**config.mk**
```make
export PLATFORM = sky130hd
export DESIGN_NAME = imem_boot_loader
export DESIGN_NICKNAME = d
export VERILOG_FILES = /design/src/rtl/imem_loader_pkg.sv /design/src/rtl/imem_word_packer.sv /design/src/rtl/imem_boot_loader.sv
export SDC_FILE = /design/constraint.sdc
export NUM_CORES = 1
export LEC_CHECK = 0
export BUFFER_PORTS_ARGS = -buffer_cell sky130_fd_sc_hd__buf_4
export CAP_MARGIN = 20
export CORE_ASPECT_RATIO = 1.75
export CORE_UTILIZATION = 52
export CTS_CLUSTER_DIAMETER = 200
export DETAILED_ROUTE_END_ITERATION = 8
export GPL_TIMING_DRIVEN = 0
export PLACE_DENSITY = 0.75
export SLEW_MARGIN = 20
export SYNTH_ARGS = -nofsm -noshare
export SYNTH_HDL_FRONTEND = slang
export SYNTH_SLANG_ARGS = --single-unit
```
**constraint.sdc**
```tcl
create_clock -name clk -period 2.29 [get_ports clk]
set_clock_uncertainty 0.2 [all_clocks]
set_input_delay 0.3435 -clock clk [delete_from_list [all_inputs] [get_ports clk]]
set_output_delay 0.3435 -clock clk [all_outputs]
set_load 0.01 [all_outputs]
```
**src/rtl/imem_loader_pkg.sv**
```systemverilog
// Shared types and constants for the imem boot loader.
// Optional trailing checksum byte: LOADER_CSUM_EN.
package imem_loader_pkg;

  typedef enum logic [2:0] {
    IDLE  = 3'd0,
    HDR   = 3'd1,
    DATA  = 3'd2,
    WRITE = 3'd3,
    CSUM  = 3'd4,
    DONE  = 3'd5,
    ERR   = 3'd6
  } state_e;

  localparam int IMEM_DEPTH_DEFAULT = 64;
  localparam int HDR_MAX            = 255;

endpackage

```
**src/rtl/imem_word_packer.sv**
```systemverilog
// Assembles four stream bytes into one little-endian 32-bit word.
// word_full flags the byte that completes the current word.
module imem_word_packer
  import imem_loader_pkg::*;
(
  input  logic        clk,
  input  logic        reset_n,
  input  logic        clear,
  input  logic        byte_en,
  input  logic [7:0]  byte_data,
  output logic [31:0] word,
  output logic        word_full
);

  logic [1:0]  r_idx;
  logic [31:0] r_word;

  assign word      = r_word;
  assign word_full = byte_en && (r_idx == 2'd3);

  always_ff @(posedge clk or negedge reset_n) begin
    if (!reset_n) begin
      r_idx  <= 2'd0;
      r_word <= 32'd0;
    end else if (clear) begin
      r_idx  <= 2'd0;
      r_word <= 32'd0;
    end else if (byte_en) begin
      r_word[{r_idx, 3'b000} +: 8] <= byte_data;
      r_idx                        <= r_idx + 2'd1;
    end
  end

endmodule

```
**src/rtl/imem_boot_loader.sv**
```systemverilog
// Loads a byte-streamed image into imem, stalling the core until done.
// Define LOADER_CSUM_EN to require a trailing XOR checksum byte.
module imem_boot_loader
  import imem_loader_pkg::*;
#(
  parameter int DEPTH = IMEM_DEPTH_DEFAULT,
  parameter int AW    = $clog2(DEPTH)
) (
  input  logic          clk,
  input  logic          reset_n,
  input  logic          start,
  input  logic          byte_valid,
  input  logic [7:0]    byte_data,
  output logic          byte_ready,
  output logic          imem_we,
  output logic [AW-1:0] imem_waddr,
  output logic [31:0]   imem_wdata,
  output logic          core_stall,
  output logic          done,
  output logic          error
);

  state_e        r_state;
  logic [7:0]    r_n;
  logic [AW:0]   r_wcnt;
  logic [AW-1:0] r_waddr;
  logic [31:0]   r_wdata;
`ifdef LOADER_CSUM_EN
  logic [7:0]    r_csum;
`endif

  logic          w_take;
  logic          w_pack_en;
  logic          w_full;
  logic          w_hdr_bad;
  logic          w_last;
  logic [31:0]   w_word;
  logic [AW:0]   w_wcnt_nx;

  assign byte_ready = (r_state == HDR) ||
                      (r_state == DATA) ||
                      (r_state == CSUM);
  // start wins over a byte offered in the same cycle
  assign w_take     = byte_valid && byte_ready && !start;
  assign w_pack_en  = w_take && (r_state == DATA);
  assign w_hdr_bad  = (byte_data == 8'd0) ||
                      (int'(byte_data) > DEPTH);
  assign w_wcnt_nx  = r_wcnt + (AW+1)'(1);
  assign w_last     = int'(w_wcnt_nx) == int'(r_n);

  assign imem_we    = (r_state == WRITE);
  assign imem_waddr = imem_we ? r_wcnt[AW-1:0] : r_waddr;
  assign imem_wdata = imem_we ? w_word : r_wdata;
  assign done       = (r_state == DONE);
  assign error      = (r_state == ERR);
  assign core_stall = (r_state != DONE);

  imem_word_packer u_packer (
    .clk       (clk),
    .reset_n   (reset_n),
    .clear     (start),
    .byte_en   (w_pack_en),
    .byte_data (byte_data),
    .word      (w_word),
    .word_full (w_full)
  );

  always_ff @(posedge clk or negedge reset_n) begin
    if (!reset_n) begin
      r_state <= IDLE;
      r_n     <= 8'd0;
      r_wcnt  <= '0;
      r_waddr <= '0;
      r_wdata <= 32'd0;
`ifdef LOADER_CSUM_EN
      r_csum  <= 8'd0;
`endif
    end else if (start) begin
      r_state <= HDR;
      r_wcnt  <= '0;
`ifdef LOADER_CSUM_EN
      r_csum  <= 8'd0;
`endif
    end else begin
      unique case (r_state)
        HDR: begin
          if (w_take) begin
            if (w_hdr_bad) begin
              r_state <= ERR;
            end else begin
              r_n     <= byte_data;
              r_wcnt  <= '0;
              r_state <= DATA;
`ifdef LOADER_CSUM_EN
              r_csum  <= byte_data;
`endif
            end
          end
        end
        DATA: begin
`ifdef LOADER_CSUM_EN
          if (w_take) r_csum <= r_csum ^ byte_data;
`endif
          if (w_full) r_state <= WRITE;
        end
        WRITE: begin
          r_waddr <= r_wcnt[AW-1:0];
          r_wdata <= w_word;
          r_wcnt  <= w_wcnt_nx;
`ifdef LOADER_CSUM_EN
          r_state <= w_last ? CSUM : DATA;
`else
          r_state <= w_last ? DONE : DATA;
`endif
        end
`ifdef LOADER_CSUM_EN
        CSUM: begin
          if (w_take) begin
            r_state <= (byte_data == r_csum) ? DONE : ERR;
          end
        end
`endif
        default: begin
        end
      endcase
    end
  end

endmodule

```
# Yosys cells after proc, flatten, opt, wreduce, memory -nomap -nowiden
# Cells that the tools add are included.
totals:
  input_bits: 12
  regBits: 90
op_classes:
  n_mux: 17
  n_shift: 2
  reduce_logical: 15
  n_lt_le_gt_ge: 1
  n_addsub: 3
  bitwise: 2
  eq_ne: 12
op_table:
  columns: ["op", "count"]
  rows:
  - ["two-way mux 32 bit", 3]
  - ["bitwise mux 32 bit", 1]
  - ["variable shift 8 x 7 -> 32 bit, first input constant", 1]
  - ["indexed part select 8 x 7 -> 32 bit", 1]
  - ["two-way mux 7 bit", 3]
  - ["two-way mux 3 bit", 5]
  - ["one-hot mux 7 bit (2 select lines)", 1]
  - ["equality test 3 bit, second input constant", 3]
  - ["inequality test 3 bit, second input constant", 3]
  - ["one-hot mux 3 bit (3 select lines)", 1]
  - ["equality test 8 bit", 1]
  - ["greater-than comparator 8 x 7 -> 1 bit, second input constant", 1]
  - ["zero test 8 bit", 1]
  - ["adder 7 x 1 -> 7 bit, second input constant", 1]
  - ["negation 5 -> 7 bit", 1]
  - ["equality test 3 x 2 -> 1 bit, second input constant", 2]
  - ["two-way mux 6 bit", 1]
  - ["AND reduction 3 bit", 2]
  - ["logical AND 1 bit", 4]
  - ["two-way mux 2 bit", 2]
  - ["AND reduction 4 bit", 1]
  - ["nonzero test 4 bit", 1]
  - ["equality test 3 x 1 -> 1 bit, second input constant", 1]
  - ["logical OR 1 bit", 3]
  - ["other kinds (7)", 8]

# Logic depth before layout (Yosys ltp)
depth:
  ltp_word: 10
  depth_mapped: 7
  depth_no_buf: 6

# By module
# Synthesis repeated with hierarchy kept, for this count alone.
hier_totals:
  hier_cells: 434
  hier_area_um2: 4576.9
modules_own_cells:
  columns: ["mod", "cells_per_inst", "n_inst", "seq_area_each_um2", "area_each_um2"]
  rows:
  - ["imem_boot_loader", 328, 1, 1401.3, 3118.0]
  - ["imem_word_packer", 106, 1, 850.8, 1458.9]

# Worst setup path before layout
# Ideal clock, no wire load.
synth_timing:
  path_type: "register to register"
  startpoint: "register u_packer.r_idx[0]"
  endpoint: "register u_packer.r_word[24] (netlist: u_packer.word[24])"
  stages_incl_launch_ff: 6
  path_buffers: 0
  required_ps: 2007
  path_slack_ps: 82
  setup_ps: 83
  period_less_slack_ps: 2208
  arrival_ps: 1925
  cell_sequence: "dfrtp_1 > inv_1 > ha_1 > nor4_1 > nand2_1 > o21ai_0"
synth_between:
  elab_chain_len: 5
  word_cells_on_any_way: 6
  classes_between: "1 x add/sub; 2 x shift; 3 x mux"
synth_rtl:
  columns: ["item", "line", "source"]
  rows:
  - ["start, declared", "imem_word_packer.sv:15", "logic [1:0] r_idx;"]
  - ["start signal, assigned", "imem_word_packer.sv:30", "r_idx <= r_idx + 2'd1;"]
  - ["negation 5 -> 7 bit *", "imem_word_packer.sv:29", "r_word[{r_idx, 3'b000} +: 8] <= byte_data;"]
  - ["indexed part select 8 x 7 -> 32 bit / variable shift 8 x 7 -> 32 bit (equally long branches)", "imem_word_packer.sv:29", null]
  - ["bitwise mux 32 bit *", "imem_word_packer.sv:29", null]
  - ["two-way mux 32 bit *", "imem_word_packer.sv:28", "end else if (byte_en) begin"]
  - ["two-way mux 32 bit *", "imem_word_packer.sv:25", "end else if (clear) begin"]
  - ["end signal, assigned by index", "imem_word_packer.sv:29", null]
  - ["end, declared", "imem_word_packer.sv:16", "logic [31:0] r_word;"]
# Mark *: on every way between the ends. The rest lies on a longest branch, timed or not. The select of a mux whose other input is x is not followed.
# A chain may end at the register's enable or synchronous reset.

# Worst setup path after layout
layout_timing:
  startpoint: "register r_state[2]"
  endpoint: "output imem_wdata[31]"
layout_between:
  elab_chain_len: 2
layout_rtl:
  columns: ["item", "line", "source"]
  rows:
  - ["start, declared", "imem_boot_loader.sv:23", "state_e r_state;"]
  - ["start signal, assigned", "imem_boot_loader.sv:113", "r_state <= w_last ? DONE : DATA;"]
  - ["equality test 3 x 2 -> 1 bit", "imem_boot_loader.sv:51", "assign imem_we = (r_state == WRITE);"]
  - ["two-way mux 32 bit", null, null]
  - ["end, declared", "imem_boot_loader.sv:17", "output logic [31:0] imem_wdata,"]
# No other way between the ends.

==> reports/qor.txt <==
most frequent cells in the layout - 169 x nand2_1, 88 x dfrtp_1, 65 x buf_4
CP required - 1.75 ns
final worst path period share - 98.6%
critical path type - flop to output pin
worst-path cell with the longest stage delay - dfrtp_2
P_leak - 2.74 nW
I/O Pins - 55
startpoint types - flop
R2R depth - 5
global routing usage on met2 - 42.7%
met3 usage - 3.48%
clk buf depth - 2
CTS sink count - 90
Yosys cell types - 42
drt first pass iters - 5
Overflow after GRT - 0
Compound-Gate Fraction of Synth Area - 8.85%
Post-Synth Adder-Cell Area - 1.71%
reg-to-reg slack, setup - 0.11 ns
CP max FO - 10
number of buffers created by CTS - 9
Starting Density - 53.2%
Synth Area in Simple Gates - 21.0%
critical-path cell list - nor2b_4 > nand2_4 > inv_2 > clkbuf_4 > nand2_1 > nand2_1 > buf_4
most frequent cell on the critical path - nand2_1
Die Wd - 71.5 µm
hold path start - byte_data[7]
EDFF count, synth - 0
Worst Tran Pin Value - 0.815 ns
I/O Buffers - 53
vias in the first global route - 3291
prevailing post-synth register cell - dfrtp_1
Yosys reg bits - 90
post-synthesis sequential area ratio - 51.2%
WL/cell - 16.4 µm
nets - 543
WHS Path Cells - 2
# rows - 44
Tot Pwr - 4.61 mW
final setup fails - 0
crit path DAT - 1.71 ns
DRC viols - 0
largest net degree at the start of global routing - 91
Hold WC Path Type - primary input to flop
multiplexer area fraction after synthesis - 11.8%
via count normalized by instance count - 5.69
reg2reg end - r_wdata[26]
status - completed
sequential cell area - 2250 µm²
hold worst-path end - u_packer.word[23]
Layout area overhead - 22.8%
mean area per synthesized cell - 9.71 µm²
unrepaired setup endpoints after global routing - false
Syn Inst Count - 453
GR peak layer - met2
area occupied by multi-input gates - 2090 µm²
Vias - 3535
RePlAce Congestion - 0.852
most common cell after layout, fill and taps aside - nand2_1
core footprint - 8260 µm²
CTS tree - yes
final worst path period need - 2.26 ns
H-tree levels - 3
headroom to the max-slew limit - 45.7%
Syn Std Cell Area - 4400 µm²
die area - 8840 µm²
share of post-route cells with drive strength above 1 - 29.5%
Fin. Hold Viols - 0
Worst path max stage delay - 0.46 ns
Worst-Skew Late Latency - 0.34 ns
initial antenna violation count - 0
Antenna Cells - 0
post-DP HPWL - 6.91 mm
asr flop ratio synth - 100%
Final Util - 65.4%
CP Capture Type - output pin
xor and xnor area share after synthesis - 2.59%
met1 Usage GRT - 30.2%
height of the die - 124 µm
Max Transition Viols Final - 0
peak supply drop - 0.686 mV
Max Cap Viol - 0
largest family of logic cells by synthesized area - simple AND/OR/NAND/NOR gates
first-pass GRT wire length - 16.4 mm
yosys synthesis warning count - 0
Detailed Route Iter0 Violations - 234
antenna violation net count after detailed routing - 0
total track usage - 24.6%
pwr/cell area - 853 nW/µm²
CTS root buffer - clkbuf_16
CTS clock-pin slew for the worst setup and hold paths - 0.07 ns
Fmax - 443 MHz
Mapped Nets - 471
Crit Reg-Reg Startpoint - r_state[2]
Filler Cell Count - 629
Post-Route WL - 10.2 mm
Yosys cell counts (all sizes together) (3+ instances only):
library cell / count / area [µm²]
nor4: 6 / 52.6
xnor2: 11 / 96.3
a21oi: 8 / 40.0
nand2: 170 / 638
mux2: 46 / 518
nor2: 3 / 13.8
nor4b: 4 / 62.6
a22o: 11 / 96.3
o21ai: 28 / 140
dfrtp: 90 / 2250
buf: 10 / 48.8
nand3: 5 / 25.0
nor3: 3 / 20.0
inv: 5 / 18.8
and3: 4 / 25.0
nor2b: 5 / 31.3
ha: 6 / 75.1
clkbuf: 15 / 56.3
registers in the layout (all words and copies together), names as in the netlist:
name	count
r_n	8
r_state	3
r_waddr	6
r_wcnt	7
r_wdata	32
u_packer.r_idx	2
u_packer.word	32
cell type report:
cell class	instances	share of cell area (%)
plain buffers	22	2.27
well taps	92	2.13
clock buffers	9	4.17
multi-input cells	333	38.6
inverters	5	0.348
flip-flops and latches	90	41.8
clock inverters	6	1.67
repair buffers	64	9.01
worst max-delay path: cells and delay by family, from the launching register on:
| family | cells | cell delay [ns] |
|---|---|---|
| buf+inv | 3 | 0.49 |
| flops | 1 | 0.46 |
| simple gates | 4 | 0.42 |
report_power, final:
part | switching, mW | internal, mW | leakage (nW)
Sequential | 0.117 | 1.77 | 1.22
Combinational | 0.616 | 0.540 | 1.36
Clock | 0.608 | 0.955 | 0.152
timing repair:
action                     in CTS  in global routing
pin swaps                       1                  3
gates resized for setup        22                 12
hold buffers                    0                  1
gates cloned                    0                  0
setup endpoints to repair      96                 72
hold endpoints to repair        0                 90
buffers inserted                3                  7
stage by stage:
step | TNS (ns) | instances | hold slack (ns) | worst slack, ns | cell area [µm²]
4_1_cts | -0.601 | 614 | 0.0654 | -0.0693 | 5310
6_report | 0 | 621 | 0.108 | 0.0324 | 5400
5_1_grt | 0 | 621 | 0.106 | 0.000401 | 5400
2_1_floorplan | 0 | 453 | -0.152 | 0.0823 | 4400
3_3_place_gp | -19.60 | 598 | 0.283 | -0.363 | 4910
3_5_place_dp | -20.25 | 598 | 0.291 | -0.401 | 4920
cell families after synthesis:
logic type | after synthesis
AND/OR/NAND/NOR | 208
AO/OA/AOI/OAI | 60
multiplexers | 46
adder cells (fa/ha/maj) | 6
flip-flops | 90
XOR/XNOR | 13
buffers and inverters | 30
how the worst max path moves through the flow:
stage	startpoint	to	slack [ns]	cells past startpoint
floorplan	u_packer.r_idx[0]	u_packer.word[24]	0.08	5
global placement	u_packer.r_idx[0]	u_packer.word[30]	-0.36	5
detailed placement	r_state[2]	imem_waddr[1]	-0.40	8
CTS	u_packer.r_idx[0]	u_packer.word[0]	-0.07	5
global route	r_state[2]	imem_waddr[5]	0.0004	7
finish	r_state[2]	imem_wdata[31]	0.03	7
per-layer routing:
metal  up-vias  share of wire [%]
li1       1670                  -
met1      1760                 41
met2        84                 53
met3        21                3.3
met4         0                2.6
met5         -                  0
Note: power is estimated with default switching activity, not from simulation.
